`src/rtl/hazard_stall_ctrl.sv`:
```
// Decode-side hazard/stall controller: load-use bubble, taken-branch flush, and
// memory-wait freeze with timeout, plus saturating stall/flush statistics.
module hazard_stall_ctrl #(
   parameter int REG_W   = 2,
   parameter int TIMEOUT = 15,
   parameter int CNT_W   = 4,
   parameter int STAT_W  = 16
) (
   input  logic              clk,
   input  logic              rst,
   input  logic [REG_W-1:0]  readReg1_IFID,
   input  logic [REG_W-1:0]  readReg2_IFID,
   input  logic              usesRs2_IFID,
   input  logic              window_IFID,
   input  logic [REG_W-1:0]  destReg_IDEX,
   input  logic              memRead_IDEX,
   input  logic              window_IDEX,
   input  logic              branchTaken_EX,
   input  logic              mem_req,
   input  logic              mem_ready,
   output logic              pcWrite,
   output logic              ifidWrite,
   output logic              idexWrite,
   output logic              exmWrite,
   output logic              idexBubble,
   output logic              ifidFlush,
   output logic              mem_timeout,
   output logic [STAT_W-1:0] stall_cycles,
   output logic [STAT_W-1:0] flush_count
);

   localparam logic [1:0] ST_RUN      = 2'd0;
   localparam logic [1:0] ST_MEM_WAIT = 2'd1;
   localparam logic [1:0] ST_ERROR    = 2'd2;

   logic [1:0]        st_q, st_d;
   logic [CNT_W-1:0]  wcnt_q, wcnt_d;
   logic              timeout_q, timeout_d;
   logic [STAT_W-1:0] stall_q, stall_d;
   logic [STAT_W-1:0] flush_q, flush_d;
   logic              load_use;
   logic              freeze;

   always_comb begin
      load_use = memRead_IDEX && (destReg_IDEX != '0) && (window_IDEX == window_IFID) &&
                 ((destReg_IDEX == readReg1_IFID) ||
                  (usesRs2_IFID && (destReg_IDEX == readReg2_IFID)));
      freeze   = ((st_q == ST_RUN) && mem_req && !mem_ready) ||
                 ((st_q == ST_MEM_WAIT) && !mem_ready) ||
                 (st_q == ST_ERROR);
   end

   // Priority: reset > freeze > branch > load-use > normal
   always_comb begin
      pcWrite    = 1'b1;
      ifidWrite  = 1'b1;
      idexWrite  = 1'b1;
      exmWrite   = 1'b1;
      idexBubble = 1'b0;
      ifidFlush  = 1'b0;
      if (rst || freeze) begin
         pcWrite   = 1'b0;
         ifidWrite = 1'b0;
         idexWrite = 1'b0;
         exmWrite  = 1'b0;
      end else if (branchTaken_EX) begin
         ifidFlush  = 1'b1;
         idexBubble = 1'b1;
      end else if (load_use) begin
         pcWrite    = 1'b0;
         ifidWrite  = 1'b0;
         idexBubble = 1'b1;
      end
   end

   always_comb begin
      st_d      = st_q;
      wcnt_d    = wcnt_q;
      timeout_d = timeout_q;
      case (st_q)
         ST_RUN: begin
            if (mem_req && !mem_ready) begin
               st_d   = ST_MEM_WAIT;
               wcnt_d = CNT_W'(1);
            end
         end
         ST_MEM_WAIT: begin
            if (mem_ready) begin
               st_d   = ST_RUN;
               wcnt_d = '0;
            end else if (wcnt_q == CNT_W'(TIMEOUT)) begin
               st_d      = ST_ERROR;
               timeout_d = 1'b1;
            end else begin
               wcnt_d = wcnt_q + 1'b1;
            end
         end
         ST_ERROR: st_d = ST_ERROR;
         default:  st_d = ST_RUN;
      endcase
      stall_d = (!pcWrite && (stall_q != '1)) ? stall_q + 1'b1 : stall_q;
      flush_d = (ifidFlush && (flush_q != '1)) ? flush_q + 1'b1 : flush_q;
   end

   always_ff @(posedge clk or posedge rst) begin
      if (rst) begin
         st_q      <= ST_RUN;
         wcnt_q    <= '0;
         timeout_q <= 1'b0;
         stall_q   <= '0;
         flush_q   <= '0;
      end else begin
         st_q      <= st_d;
         wcnt_q    <= wcnt_d;
         timeout_q <= timeout_d;
         stall_q   <= stall_d;
         flush_q   <= flush_d;
      end
   end

   assign mem_timeout  = timeout_q;
   assign stall_cycles = stall_q;
   assign flush_count  = flush_q;

endmodule

```
`config.mk`:
```
export PLATFORM = sky130hd
export DESIGN_NAME = hazard_stall_ctrl
export DESIGN_NICKNAME = d
export VERILOG_FILES = /design/src/rtl/hazard_stall_ctrl.sv
export SDC_FILE = /design/constraint.sdc
export NUM_CORES = 1
export LEC_CHECK = 0
export ABC_AREA = 1
export CAP_MARGIN = 40
export CORE_ASPECT_RATIO = 1.4
export CORE_MARGIN = 3
export CORE_UTILIZATION = 40
export DETAILED_ROUTE_END_ITERATION = 6
export PLACE_DENSITY = 0.76
export SLEW_MARGIN = 25
export SYNTH_ARGS = -nofsm -noshare
export SYNTH_HDL_FRONTEND = slang
export SYNTH_SLANG_ARGS = --single-unit
```
`constraint.sdc`:
```
create_clock -name clk -period 4.5 [get_ports clk]
set_input_delay 0.9 -clock clk [delete_from_list [all_inputs] [get_ports clk]]
set_output_delay 0.9 -clock clk [all_outputs]
set_load 0.01 [all_outputs]
```
# --- Yosys cells after proc, flatten, opt, wreduce, memory -nomap -nowiden ---
# Index checks and enable logic that the tools add are counted.
totals:
  ff_bits: 39
  input_bits: 15
  output_inout_bits: 39
  word_cells: 59
op_classes:
  n_addsub: 3
  eq_ne: 11
  n_mux: 17
  n_bitwise: 1
  reduce_logical: 22
ops:
  columns: ["operator", "count"]
  rows:
  - ["$add 16x1->16 const B", 2]
  - ["$ne 16x16->1 const B", 2]
  - ["$mux 4", 3]
  - ["$logic_and 1x1->1", 10]
  - ["$mux 1", 9]
  - ["$pmux 4 s2", 1]
  - ["$mux 2", 3]
  - ["$pmux 2 s3", 1]
  - ["$reduce_and 3->1", 2]
  - ["$add 4x1->4 const B", 1]
  - ["$eq 2x2->1", 2]
  - ["$eq 4x4->1 const B", 1]
  - ["$logic_or 1x1->1", 4]
  - ["$reduce_bool 2->1", 2]
  - ["$ne 3x2->1 const B", 1]
  - ["$ne 3x3->1 const B", 1]
  - ["$eq 2x1->1 const B", 1]
  - ["$eq 2x2->1 const B", 1]
  - ["$logic_not 1->1", 2]
  - ["$logic_not 2->1", 1]
  - ["$ne 2x1->1 const B", 1]
  - ["$reduce_and 2->1", 1]
  - ["$eq 1x1->1", 1]
  - ["$not 1->1", 1]

# --- Logic depth before layout (Yosys ltp) ---
# Gate-level depths: netlist of run 1.
logic_depth:
  depth_word: 9
  depth_mapped: 11
  ltp_nobuf: 10

# --- Worst setup path before layout of run 1 ---
# Ideal clock, no wire load.
synth_timing:
  path_type: "input to output"
  startpoint: "input rst"
  endpoint: "output pcWrite"
  arrival_ps: 2678
  required_ps: 3600
  path_slack_ps: 922
  cell_stages: 7
  path_buffers: 2
  cell_sequence: "inv_1 > nand2_2 > nor2_8 > nand2_2 > buf_2 > inv_1 > buf_4"
synth_between:
  elab_chain_len: 2
synth_rtl:
  columns: ["item", "line_no", "source"]
  rows:
  - ["start: declaration", "10", "input logic rst,"]
  - ["$logic_or 1x1->1", "61", "if (rst || freeze) begin"]
  - ["$mux 1", null, null]
  - ["end: declaration", "21", "output logic pcWrite,"]
# Every way passes these cells.

# --- Worst setup path in the final report of run 1 ---
layout_timing:
  startpoint: "input mem_ready"
  endpoint: "output ifidWrite"
layout_between:
  elab_chain_len: 6
  elab_cells_between_ends: 7
  classes_between: "mux (1); reduce/logical (6)"
layout_rtl:
  columns: ["item", "line_no", "source"]
  rows:
  - ["start: declaration", "20", "input logic mem_ready,"]
  - ["$logic_not 1->1 *", "48, 49", null]
  - ["$logic_and 1x1->1, on equally long branches", "48, 49", null]
  - ["$logic_or 1x1->1 *", "48", "freeze = ((st_q == ST_RUN) && mem_req && !mem_ready) ||"]
  - ["$logic_or 1x1->1 *", "49", "((st_q == ST_MEM_WAIT) && !mem_ready) ||"]
  - ["$logic_or 1x1->1 *", "61", null]
  - ["$mux 1 *", "61", null]
  - ["end: declaration", "22", "output logic ifidWrite,"]
# Mark *: on every way between the ends. The rest lies on a longest branch, timed or not.

==> impl_metrics.env, run 1 <==
export IMPL_rsz0062_at_grt="false"
export IMPL_viasPerCell=4.888
export IMPL_cts_buffers=5
export IMPL_fmax_ghz=0.2885
export IMPL_synth_edf_count=0
export IMPL_clk_latency_ns=0.30
export IMPL_synthCells=338
export IMPL_min_from="mem_timeout"
export IMPL_placed_area_um2=3033
export IMPL_seq_area_frac_synth_pct=39.65
export IMPL_cts_tree="done"
export IMPL_sw_frac_of_total_pct=23.63
export IMPL_ys_flop_type="dfrtp_1"
export IMPL_synthesis_area_um2=2461
export IMPL_tightest_slew_ns=0.5342
export IMPL_required_ns=3.60
export IMPL_crit_cells=8
export IMPL_vdd_ir_drop_worst_v=0.0001015
export IMPL_reg2reg_from="stall_cycles[0]"
export IMPL_setup_viol=0
export IMPL_synth_nets=356
export IMPL_p_int_uw=476.7
export IMPL_pre_cts_slack_ns=1.017
export IMPL_grt_ovfl_total=0
export IMPL_status="complete, no violations"
export IMPL_seqPwrFrac_pct=56.5
export IMPL_synth_top_cells_by_area="dfrtp_1, nand2_1, nand3_1, inv_1, nor2_1"
export IMPL_grt_start_max_net_pins=40
export IMPL_holdBufCountCts=0
export IMPL_design_area_um2=3114
export IMPL_cellPowerDensity_nw_per_um2=200.4
export IMPL_synth_seq_cells=39
export IMPL_drive_above_1_share_pct=7.868
export IMPL_fin_crit_sh_pct=77.02
export IMPL_max_stage_delay_ns=0.54
export IMPL_cp_end_kind="output pin"
export IMPL_synth_warnings=0
export IMPL_r2r_slack_ns=2.59
export IMPL_min_to="mem_timeout"
export IMPL_dieArea_um2=7143
export IMPL_timing_rr_end="stall_cycles[0]"
export IMPL_switchingPower_uw=147.5
export IMPL_arrival_ns=2.57
export IMPL_hp_class="flop to flop"
export IMPL_num_rows=33
export IMPL_cts_max_level=2
export IMPL_p_clk_share_pct=38.1
export IMPL_area_growth_pct=26.54
export IMPL_ctsResizeCount=0
export IMPL_cp_top_family="buffers and inverters"
export IMPL_worst_path_buf_inv=4
export IMPL_ys_async_sr_fraction_pct=100.0
export IMPL_pwr_share_comb_pct=5.4
export IMPL_place_congestion=0.8137
export IMPL_grt_pass1_vias=2223
export IMPL_wl_um=5643
export IMPL_critPathSlowestCell="clkdlybuf4s50_1"
export IMPL_start_util_pct=41.68
export IMPL_drtPass1Iterations=5
export IMPL_rr_worst_depth=7
export IMPL_maxCapViolCount=0
export IMPL_die_h_um=98.81
export IMPL_grt_pass1_wl_um=9867
export IMPL_diodes=0
export IMPL_hold_path_depth=2
export IMPL_ys_top_cells_by_count="nand2_1, dfrtp_1, inv_1, nand3_1, nor2_1"
export IMPL_ant_nets=0
export IMPL_finalHoldViolations=0
export IMPL_final_setup_skew_ns=0.006841
export IMPL_criticalPathCategory="primary input to output pin"
export IMPL_cts_sinks=39
export IMPL_via_count=2268
export IMPL_yosysTopAreaCellShare_pct=39.65
export IMPL_antenna_found_initial=0
export IMPL_synth_largest_area_cell="dfrtp_1"
export IMPL_portBuffers=53
export IMPL_core_area_um2=5904
export IMPL_synth_cell_types=25
export IMPL_drc=0
export IMPL_layout_nets=411
export IMPL_clk_pin_slew_worst_paths_ns=0.08
export IMPL_min_period_ns=3.466
export IMPL_synth_most_common_cell="nand2_1"
export IMPL_worst_slack_ns=1.034
export IMPL_cp_startpoint="mem_ready"
export IMPL_postCtsSetupBuffers=0
export IMPL_cts_path_max_buffers=2
export IMPL_worstPathCellList="clkdlybuf4s50_1 -> inv_1 -> nand3_1 -> nand2_2 -> nor2_8 -> nand2_2 -> inv_1 -> clkdlybuf4s50_1"
export IMPL_clock_root_buffer="clkbuf_8"
export IMPL_die_w_um=72.30
export IMPL_power_leakage_nw=1.499
export IMPL_grt_util_all_layers_pct=17.16
export IMPL_maxSlewHeadroom_pct=64.28
export IMPL_hpwl_um=4198
export IMPL_post_drt_wl_per_cell_um=12.16
export IMPL_avgSynthCellArea_um2=7.281
export IMPL_slew_violations=0
export IMPL_finalSetupTns_ns=0
export IMPL_startpoint_type="primary input"
export IMPL_path_max_fanout=5
export IMPL_drtIter0Drc=61
export IMPL_ioPinCount=54
tightest hold or removal path: cells and delay by family (launching register included):
| kind | cells | cell delay, ns |
|---|---|---|
| DFF | 1 | 0.35 |
| and+or+nand+nor | 1 | 0.06 |
| buffers and inverters | 1 | 0.04 |
registers in the layout (all words and copies together), names as in the netlist:
signal        cells
mem_timeout       1
st_q              2
wcnt_q            4
stall_cycles     16
flush_count      16
per-stage QoR:
stage,power [mW],instances,utilization [%],hold WS [ns]
6_report,0.6242,464,52.74,0.4767
5_1_grt,0.6470,464,52.74,0.4961
4_1_cts,0.6316,464,52.74,0.4867
3_5_place_dp,0.3940,456,51.37,0.4665
3_3_place_gp,0.3930,456,51.37,0.4490
2_1_floorplan,0.3745,338,-,0.4789
cells in the final DEF, fill, tap and decap left out, drive strengths merged, types with 2 or more instances in the layout:
cell and instances:
inv 38, nand4 4, a21oi 4, nor3 9, clkbuf 7, dfrtp 39, clkdlybuf4s50 53, o21ai 13
nand3 33, nor2 34, xor2 10, ha 3, xnor2 12, nand2 130, buf 2
layout make-up:
class	instances	area (µm²)
well taps	70	87.58
flip-flops and latches	39	975.9
repair buffers	55	545.5
clock buffers	7	76.32
fillers	569	2790
inverters	38	147.6
clock inverters	1	5.005
multi-input cells	254	1276
per-layer routing:
| metal | vias to the layer above | track usage, % | routed length (µm) |
|---|---|---|---|
| li1 | 1159 | - | - |
| met1 | 1052 | 21.40 | 2479 |
| met2 | 49 | 29.12 | 2865 |
| met3 | 8 | 3.163 | 200 |
| met4 | 0 | 6.223 | 98 |
| met5 | - | 0 | 0 |
power by group through the flow:
stage | clock (mW) | combinational, mW | sequential (mW)
floorplan | 0 | 0.0150 | 0.359
global placement | 0 | 0.0334 | 0.360
detailed placement | 0 | 0.0343 | 0.360
CTS | 0.244 | 0.0345 | 0.353
global route | 0.256 | 0.0381 | 0.353
finish | 0.238 | 0.0335 | 0.353
logic make-up (layout without fill, tap and decap cells):
group / after synthesis / in the layout / synth area share (%)
AO/OA/AOI/OAI: 18 / 18 / 4.067
XOR/XNOR: 22 / 22 / 7.829
AND/OR/NAND/NOR: 211 / 211 / 38.43
buffers and inverters: 45 / 101 / 8.490
adder cells (fa/ha/maj): 3 / 3 / 1.525
flip-flops: 39 / 39 / 39.65
worst max path at each step:
stage | end | slack (ns)
floorplan | pcWrite | 0.92
global placement | idexBubble | 1.06
detailed placement | ifidWrite | 1.02
CTS | ifidWrite | 1.01
global route | ifidWrite | 0.92
finish | ifidWrite | 1.03
(Power assumes the default switching activity.)
==> run 2: changes to the inputs <==
--- a/config.mk
+++ b/config.mk
@@ -11,7 +11,7 @@
 export CORE_MARGIN = 3
 export CORE_UTILIZATION = 40
 export DETAILED_ROUTE_END_ITERATION = 6
-export PLACE_DENSITY = 0.76
+export PLACE_DENSITY = 0.78
 export SLEW_MARGIN = 25
 export SYNTH_ARGS = -nofsm -noshare
 export SYNTH_HDL_FRONTEND = slang
==> constraint.sdc (replaced) <==
create_clock -name clk -period 2.9 [get_ports clk]
set_input_delay 0.58 -clock clk [delete_from_list [all_inputs] [get_ports clk]]
set_output_delay 0.58 -clock clk [all_outputs]
set_load 0.01 [all_outputs]
==> run 2 against run 1 <==
  * Final area up 1.8%
  * Non-clock buffer count up 1
  * Clock skew up 0.0071 ns
  * Total power up 72%
  * Worst hold slack better by 0.0014 ns
  * Die area unchanged
  * Register-to-register slack worse by 1.6 ns
==> impl_metrics.env, run 2 (synthesis results as in run 1) <==
export IMPL_status="complete, no violations"
export IMPL_path_max_fanout=5
export IMPL_post_drt_wl_per_cell_um=11.85
export IMPL_num_rows=33
export IMPL_startpoint_type="primary input"
export IMPL_fmax_ghz=0.3610
export IMPL_reg2reg_from="stall_cycles[0]"
export IMPL_final_setup_skew_ns=0.01395
export IMPL_finalSetupTns_ns=0
export IMPL_criticalPathCategory="primary input to output pin"
export IMPL_antenna_found_initial=0
export IMPL_min_from="mem_timeout"
export IMPL_final_cell_mix="nand2_1, clkdlybuf4s50_1, dfrtp_1, inv_1, nand3_1"
export IMPL_maxCapViolCount=0
export IMPL_dp_cells=457
export IMPL_critPathSlowestCell="clkdlybuf4s50_1"
export IMPL_cp_end_kind="output pin"
export IMPL_cts_max_level=2
export IMPL_power_leakage_nw=1.565
export IMPL_grt_start_max_net_pins=40
export IMPL_ant_nets=0
export IMPL_mostFrequentLayoutCell="nand2_1"
export IMPL_timing_rr_end="stall_cycles[0]"
export IMPL_vdd_ir_drop_worst_v=0.0002302
export IMPL_min_to="mem_timeout"
export IMPL_core_area_um2=5904
export IMPL_cp_top_family="buffers and inverters"
export IMPL_arrival_ns=2.19
export IMPL_cts_tree="done"
export IMPL_cp_common_cell="clkdlybuf4s50_1"
export IMPL_wl_um=5509
export IMPL_setup_viol=0
export IMPL_hp_class="flop to flop"
export IMPL_clk_latency_ns=0.29
export IMPL_max_stage_delay_ns=0.54
export IMPL_clk_pin_slew_worst_paths_ns=0.08
export IMPL_clock_root_buffer="clkbuf_8"
export IMPL_place_congestion=0.8046
export IMPL_drtPass1Iterations=4
export IMPL_grt_pass1_wl_um=9722
export IMPL_start_util_pct=41.68
export IMPL_die_w_um=72.30
export IMPL_viasPerCell=4.871
export IMPL_r2r_slack_ns=0.98
export IMPL_cts_buffers=5
export IMPL_required_ns=2.32
export IMPL_cellPowerDensity_nw_per_um2=338.4
export IMPL_slew_violations=0
export IMPL_via_count=2265
export IMPL_postCtsSetupBuffers=0
export IMPL_drc=0
export IMPL_finalHoldViolations=0
export IMPL_fin_util_pct=53.68
export IMPL_cts_path_max_buffers=2
export IMPL_min_period_ns=2.770
export IMPL_cp_startpoint="mem_ready"
export IMPL_layout_nets=412
export IMPL_stdcell_count=465
export IMPL_dieArea_um2=7143
export IMPL_die_h_um=98.81
export IMPL_hpwl_um=4227
export IMPL_maxSlewHeadroom_pct=64.15
export IMPL_diodes=0
export IMPL_drtIter0Drc=93
export IMPL_grt_util_all_layers_pct=16.65
export IMPL_fin_crit_sh_pct=95.52
export IMPL_drive_above_1_share_pct=8.861
export IMPL_cts_sinks=39
export IMPL_rsz0062_at_grt="false"
export IMPL_ctsResizeCount=0
export IMPL_grt_pass1_vias=2217
export IMPL_hold_path_depth=2
export IMPL_area_growth_pct=28.77
export IMPL_finalPower_mw=1.072
export IMPL_grt_ovfl_total=0
export IMPL_holdBufCountCts=0
export IMPL_worstPathCellList="clkdlybuf4s50_1 -> inv_1 -> nand3_1 -> nand2_2 -> nor2_8 -> nand2_4 -> nand2_1 -> clkdlybuf4s50_1"
export IMPL_tightest_slew_ns=0.5361
export IMPL_worst_path_buf_inv=3
export IMPL_portBuffers=53
export IMPL_ioPinCount=54
export IMPL_fillers=551
export IMPL_rr_worst_depth=7
run 2: cell count changes in the layout (fill, tap and decap cells not counted), sizes merged:
cell           before  now
dlymetal6s2s        0    3
clkbuf              7    6
clkdlybuf4s50      53   50
inv                38   37
clkinvlp            0    1
buf                 2    3
bufinv              0    1
run 2: power breakdown:
| group | switching (mW) | total (mW) | leakage, nW | internal, mW |
|---|---|---|---|---|
| clock network | 0.195 | 0.474 | 0.0612 | 0.279 |
| registers | 0.00176 | 0.548 | 0.497 | 0.546 |
| logic | 0.0259 | 0.0507 | 1.01 | 0.0248 |
| total | 0.223 | 1.07 | 1.56 | 0.849 |
run 2: area by class of cell:
| type | instances | area (µm²) | share of cell area (%) |
|---|---|---|---|
| inverter | 38 | 151.4 | 4.777 |
| tap | 70 | 87.58 | 2.764 |
| clock inverter | 2 | 35.03 | 1.105 |
| clock buffer | 6 | 82.58 | 2.606 |
| sequential | 39 | 975.9 | 30.79 |
| timing repair buffer | 56 | 560.5 | 17.69 |
| multi-input combinational | 254 | 1276 | 40.27 |
run 2: worst reg2reg max path, stage by stage, from the launching register on:
cell	delay [ns]
dfrtp_1	0.39
ha_1	0.22
inv_1	0.06
nor2_1	0.10
nand4_1	0.45
nand2_1	0.46
nand2_1	0.10
nand2_1	0.08
run 2: stage by stage:
step / hold slack (ns) / cell area (µm²) / setup slack [ns]
final: 0.4781 / 3169 / 0.1299
after global routing: 0.5193 / 3169 / 0.01196
after CTS: 0.4879 / 3162 / 0.06752
after detailed placement: 0.4668 / 3044 / 0.07335
after global placement: 0.4515 / 3044 / 0.1090
after floorplan: 0.4789 / 2465 / 0.2540
run 2: worst max path at each step:
stage,cells past startpoint,end
after global placement,8,ifidWrite
after global routing,8,idexBubble
after detailed placement,8,ifidWrite
after floorplan,7,pcWrite
after CTS,8,ifidWrite
final,8,idexBubble
run 2: per-layer routing:
layer | GRT usage (%) | vias to the layer above | part of all wire, %
li1 | - | 1168 | -
met1 | 20.13 | 1053 | 42
met2 | 30.04 | 38 | 54
met3 | 3.163 | 6 | 3.3
met4 | 3.618 | 0 | 0.87
met5 | 0 | - | 0
==> run 3: changes to the inputs <==
--- a/config.mk
+++ b/config.mk
@@ -5,13 +5,13 @@
 export SDC_FILE = /design/constraint.sdc
 export NUM_CORES = 1
 export LEC_CHECK = 0
-export ABC_AREA = 1
+export ABC_AREA = 0
 export CAP_MARGIN = 40
 export CORE_ASPECT_RATIO = 1.4
 export CORE_MARGIN = 3
 export CORE_UTILIZATION = 40
 export DETAILED_ROUTE_END_ITERATION = 6
-export PLACE_DENSITY = 0.78
+export PLACE_DENSITY = 0.8
 export SLEW_MARGIN = 25
 export SYNTH_ARGS = -nofsm -noshare
 export SYNTH_HDL_FRONTEND = slang
==> run 3 against run 2 <==
  * Cell count decreased by 30%
  * Clock skew decreased by 0.0030 ns
  * Via count decreased by 27%
  * Global-route usage decreased by 1.2 points
  * Maximum frequency decreased by 0.99%
  * Critical path depth decreased by 3
  * Final area decreased by 12%
  * Sequential share of layout area increased by 4.2 points
  * Clock power decreased by 25%
  * Combinational power increased to 9.6 times the previous value
  * Core utilization increased by 3.0 points
==> impl_metrics.env, run 3 <==
export IMPL_wl_met1_um=1719
export IMPL_ioPinCount=54
export IMPL_layout_nets=277
export IMPL_cts_tree="done"
export IMPL_cellPowerDensity_nw_per_um2=571.6
export IMPL_startpoint_type="primary input"
export IMPL_place_congestion=0.7478
export IMPL_seq_area_frac_synth_pct=47.42
export IMPL_ctsResizeCount=1
export IMPL_maxSlewHeadroom_pct=66.93
export IMPL_grt_pass1_vias=1720
export IMPL_mostFrequentLayoutCell="clkdlybuf4s50_1"
export IMPL_cts_max_level=2
export IMPL_stdcell_count=324
export IMPL_grt_start_max_net_pins=40
export IMPL_ys_top_cells_by_count="dfrtp_1, xnor2_1, nand2_1, nor2_1, nand3_1"
export IMPL_wl_um=4320
export IMPL_cp_end_kind="output pin"
export IMPL_cts_sinks=39
export IMPL_min_from="mem_timeout"
export IMPL_synthesis_area_um2=2058
export IMPL_reg2reg_from="flush_count[0]"
export IMPL_synth_edf_count=0
export IMPL_worst_slack_ns=0.1021
export IMPL_drc=0
export IMPL_clk_latency_ns=0.29
export IMPL_maxCapViolCount=0
export IMPL_dieArea_um2=6055
export IMPL_num_rows=30
export IMPL_slew_violations=0
export IMPL_hold_path_depth=1
export IMPL_path_max_fanout=3
export IMPL_clk_pin_slew_worst_paths_ns=0.07
export IMPL_dp_cells=316
export IMPL_finalHoldViolations=0
export IMPL_min_period_ns=2.798
export IMPL_highest_layer="met4"
export IMPL_area_growth_pct=35.38
export IMPL_timing_rr_end="flush_count[1]"
export IMPL_grt_ovfl_total=0
export IMPL_grt_pass1_wl_um=7452
export IMPL_routed_wl_met2_um=2307
export IMPL_portBuffers=53
export IMPL_rsz0062_at_grt="false"
export IMPL_synth_cell_types=39
export IMPL_ys_async_sr_fraction_pct=100.0
export IMPL_final_setup_skew_ns=0.01098
export IMPL_required_ns=2.32
export IMPL_synth_nets=215
export IMPL_ys_flop_type="dfrtp_1"
export IMPL_finalSetupTns_ns=0
export IMPL_hp_class="flop to flop"
export IMPL_postCtsSetupBuffers=0
export IMPL_synth_seq_cells=39
export IMPL_ant_nets=0
export IMPL_drtIter0Drc=97
export IMPL_yosysTopAreaCellShare_pct=47.42
export IMPL_rr_worst_depth=5
export IMPL_synth_warnings=0
export IMPL_criticalPathCategory="primary input to output pin"
export IMPL_hpwl_um=3263
export IMPL_synth_largest_area_cell="dfrtp_1"
export IMPL_cts_buffers=5
export IMPL_grt_util_all_layers_pct=15.46
export IMPL_antenna_found_initial=0
export IMPL_via_count=1662
export IMPL_drive_above_1_share_pct=10.77
export IMPL_diodes=0
export IMPL_min_to="mem_timeout"
export IMPL_pre_cts_slack_ns=-0.009298
export IMPL_final_cell_mix="clkdlybuf4s50_1, dfrtp_1, xnor2_1, nor2_1, nand2_1"
export IMPL_holdBufCountCts=0
export IMPL_setup_viol=0
export IMPL_fin_crit_sh_pct=96.48
export IMPL_clock_root_buffer="clkbuf_8"
export IMPL_wl_met3_um=211
export IMPL_synthCells=197
export IMPL_drtPass1Iterations=4
export IMPL_tightest_slew_ns=0.4960
export IMPL_arrival_ns=2.22
export IMPL_synth_most_common_cell="dfrtp_1"
export IMPL_die_h_um=90.88
export IMPL_synth_top_cells_by_area="dfrtp_1, xnor2_1, nand3_1, nand2_1, nor2_1"
export IMPL_post_drt_wl_per_cell_um=13.33
export IMPL_power_leakage_nw=1.236
export IMPL_r2r_slack_ns=0.94
export IMPL_status="complete, no violations"
export IMPL_vdd_ir_drop_worst_v=0.0005187
export IMPL_fmax_ghz=0.3574
export IMPL_die_w_um=66.63
export IMPL_avgSynthCellArea_um2=10.45
export IMPL_start_util_pct=41.86
export IMPL_cts_path_max_buffers=2
export IMPL_core_area_um2=4917
export IMPL_viasPerCell=5.130
## run 3: changes by cell type in the layout (fill, tap and decap cells not counted), moves of 4 or more
| cell | previous run | this run |
|---|---|---|
| and3_1 | 0 | 9 |
| inv_1 | 36 | 7 |
| mux2_2 | 0 | 4 |
| nand2_1 | 115 | 17 |
| nand2_2 | 14 | 0 |
| nand3_1 | 33 | 15 |
| nand4_1 | 4 | 10 |
| nor2_1 | 30 | 17 |
| nor3_1 | 9 | 2 |
| o21ai_0 | 11 | 4 |
| xnor2_1 | 12 | 26 |
## run 3: worst max-delay path, stage by stage
cell and delay, ns:
clkdlybuf4s50_1 0.42, or2_4 0.24, a211oi_4 0.28, buf_4 0.16, clkdlybuf4s50_1 0.53
## run 3: through the flow
stage	power (mW)	hold slack (ns)	utilization [%]	cell area, µm²
2_1_floorplan	0.9880	0.4964	-	2058
3_3_place_gp	1.233	0.4562	54.43	2676
3_5_place_dp	1.249	0.4560	54.43	2676
4_1_cts	1.616	0.4774	56.31	2769
5_1_grt	1.704	0.5130	56.67	2786
6_report	1.593	0.4685	56.67	2786
## run 3: where the power goes
part / switching [mW] / internal [mW] / leakage, nW / total [mW]
Sequential: 0.116 / 0.636 / 0.513 / 0.752
Combinational: 0.202 / 0.283 / 0.681 / 0.485
Clock: 0.188 / 0.168 / 0.0412 / 0.356
Total: 0.506 / 1.09 / 1.24 / 1.59
## run 3: cell type report
type | instances | area [µm²]
clock buffer | 6 | 72.57
clock inverter | 2 | 12.51
fill | 436 | 2131
inverter | 7 | 26.28
multi-input combinational | 147 | 1033
sequential | 39 | 975.9
tap | 64 | 80.08
timing repair buffer | 59 | 585.6
## run 3: how the worst max path moves through the flow
stage	cells after the start	end	slack, ns	start
2_1_floorplan	3	ifidFlush	0.35	rst
3_3_place_gp	6	idexBubble	0.02	destReg_IDEX[1]
3_5_place_dp	6	idexBubble	-0.009	destReg_IDEX[1]
4_1_cts	6	ifidWrite	0.04	mem_req
5_1_grt	5	idexWrite	0.02	mem_req
6_report	5	idexWrite	0.10	mem_req
## run 3: per-layer routing
layer	GRT usage [%]	vias up
met5	0	-
met4	5.593	0
met3	3.985	9
met2	27.32	45
met1	17.28	803
li1	-	805
## run 3: cells by family after synthesis
kind of cell | count (synthesis) | synth area share (%)
multiplexers | 5 | 2.735
flip-flops | 39 | 47.42
XOR/XNOR | 34 | 14.47
AND/OR/NAND/NOR | 88 | 22.68
buffers and inverters | 11 | 3.100
AO/OA/AOI/OAI | 17 | 7.781
adder cells (fa/ha/maj) | 3 | 1.824
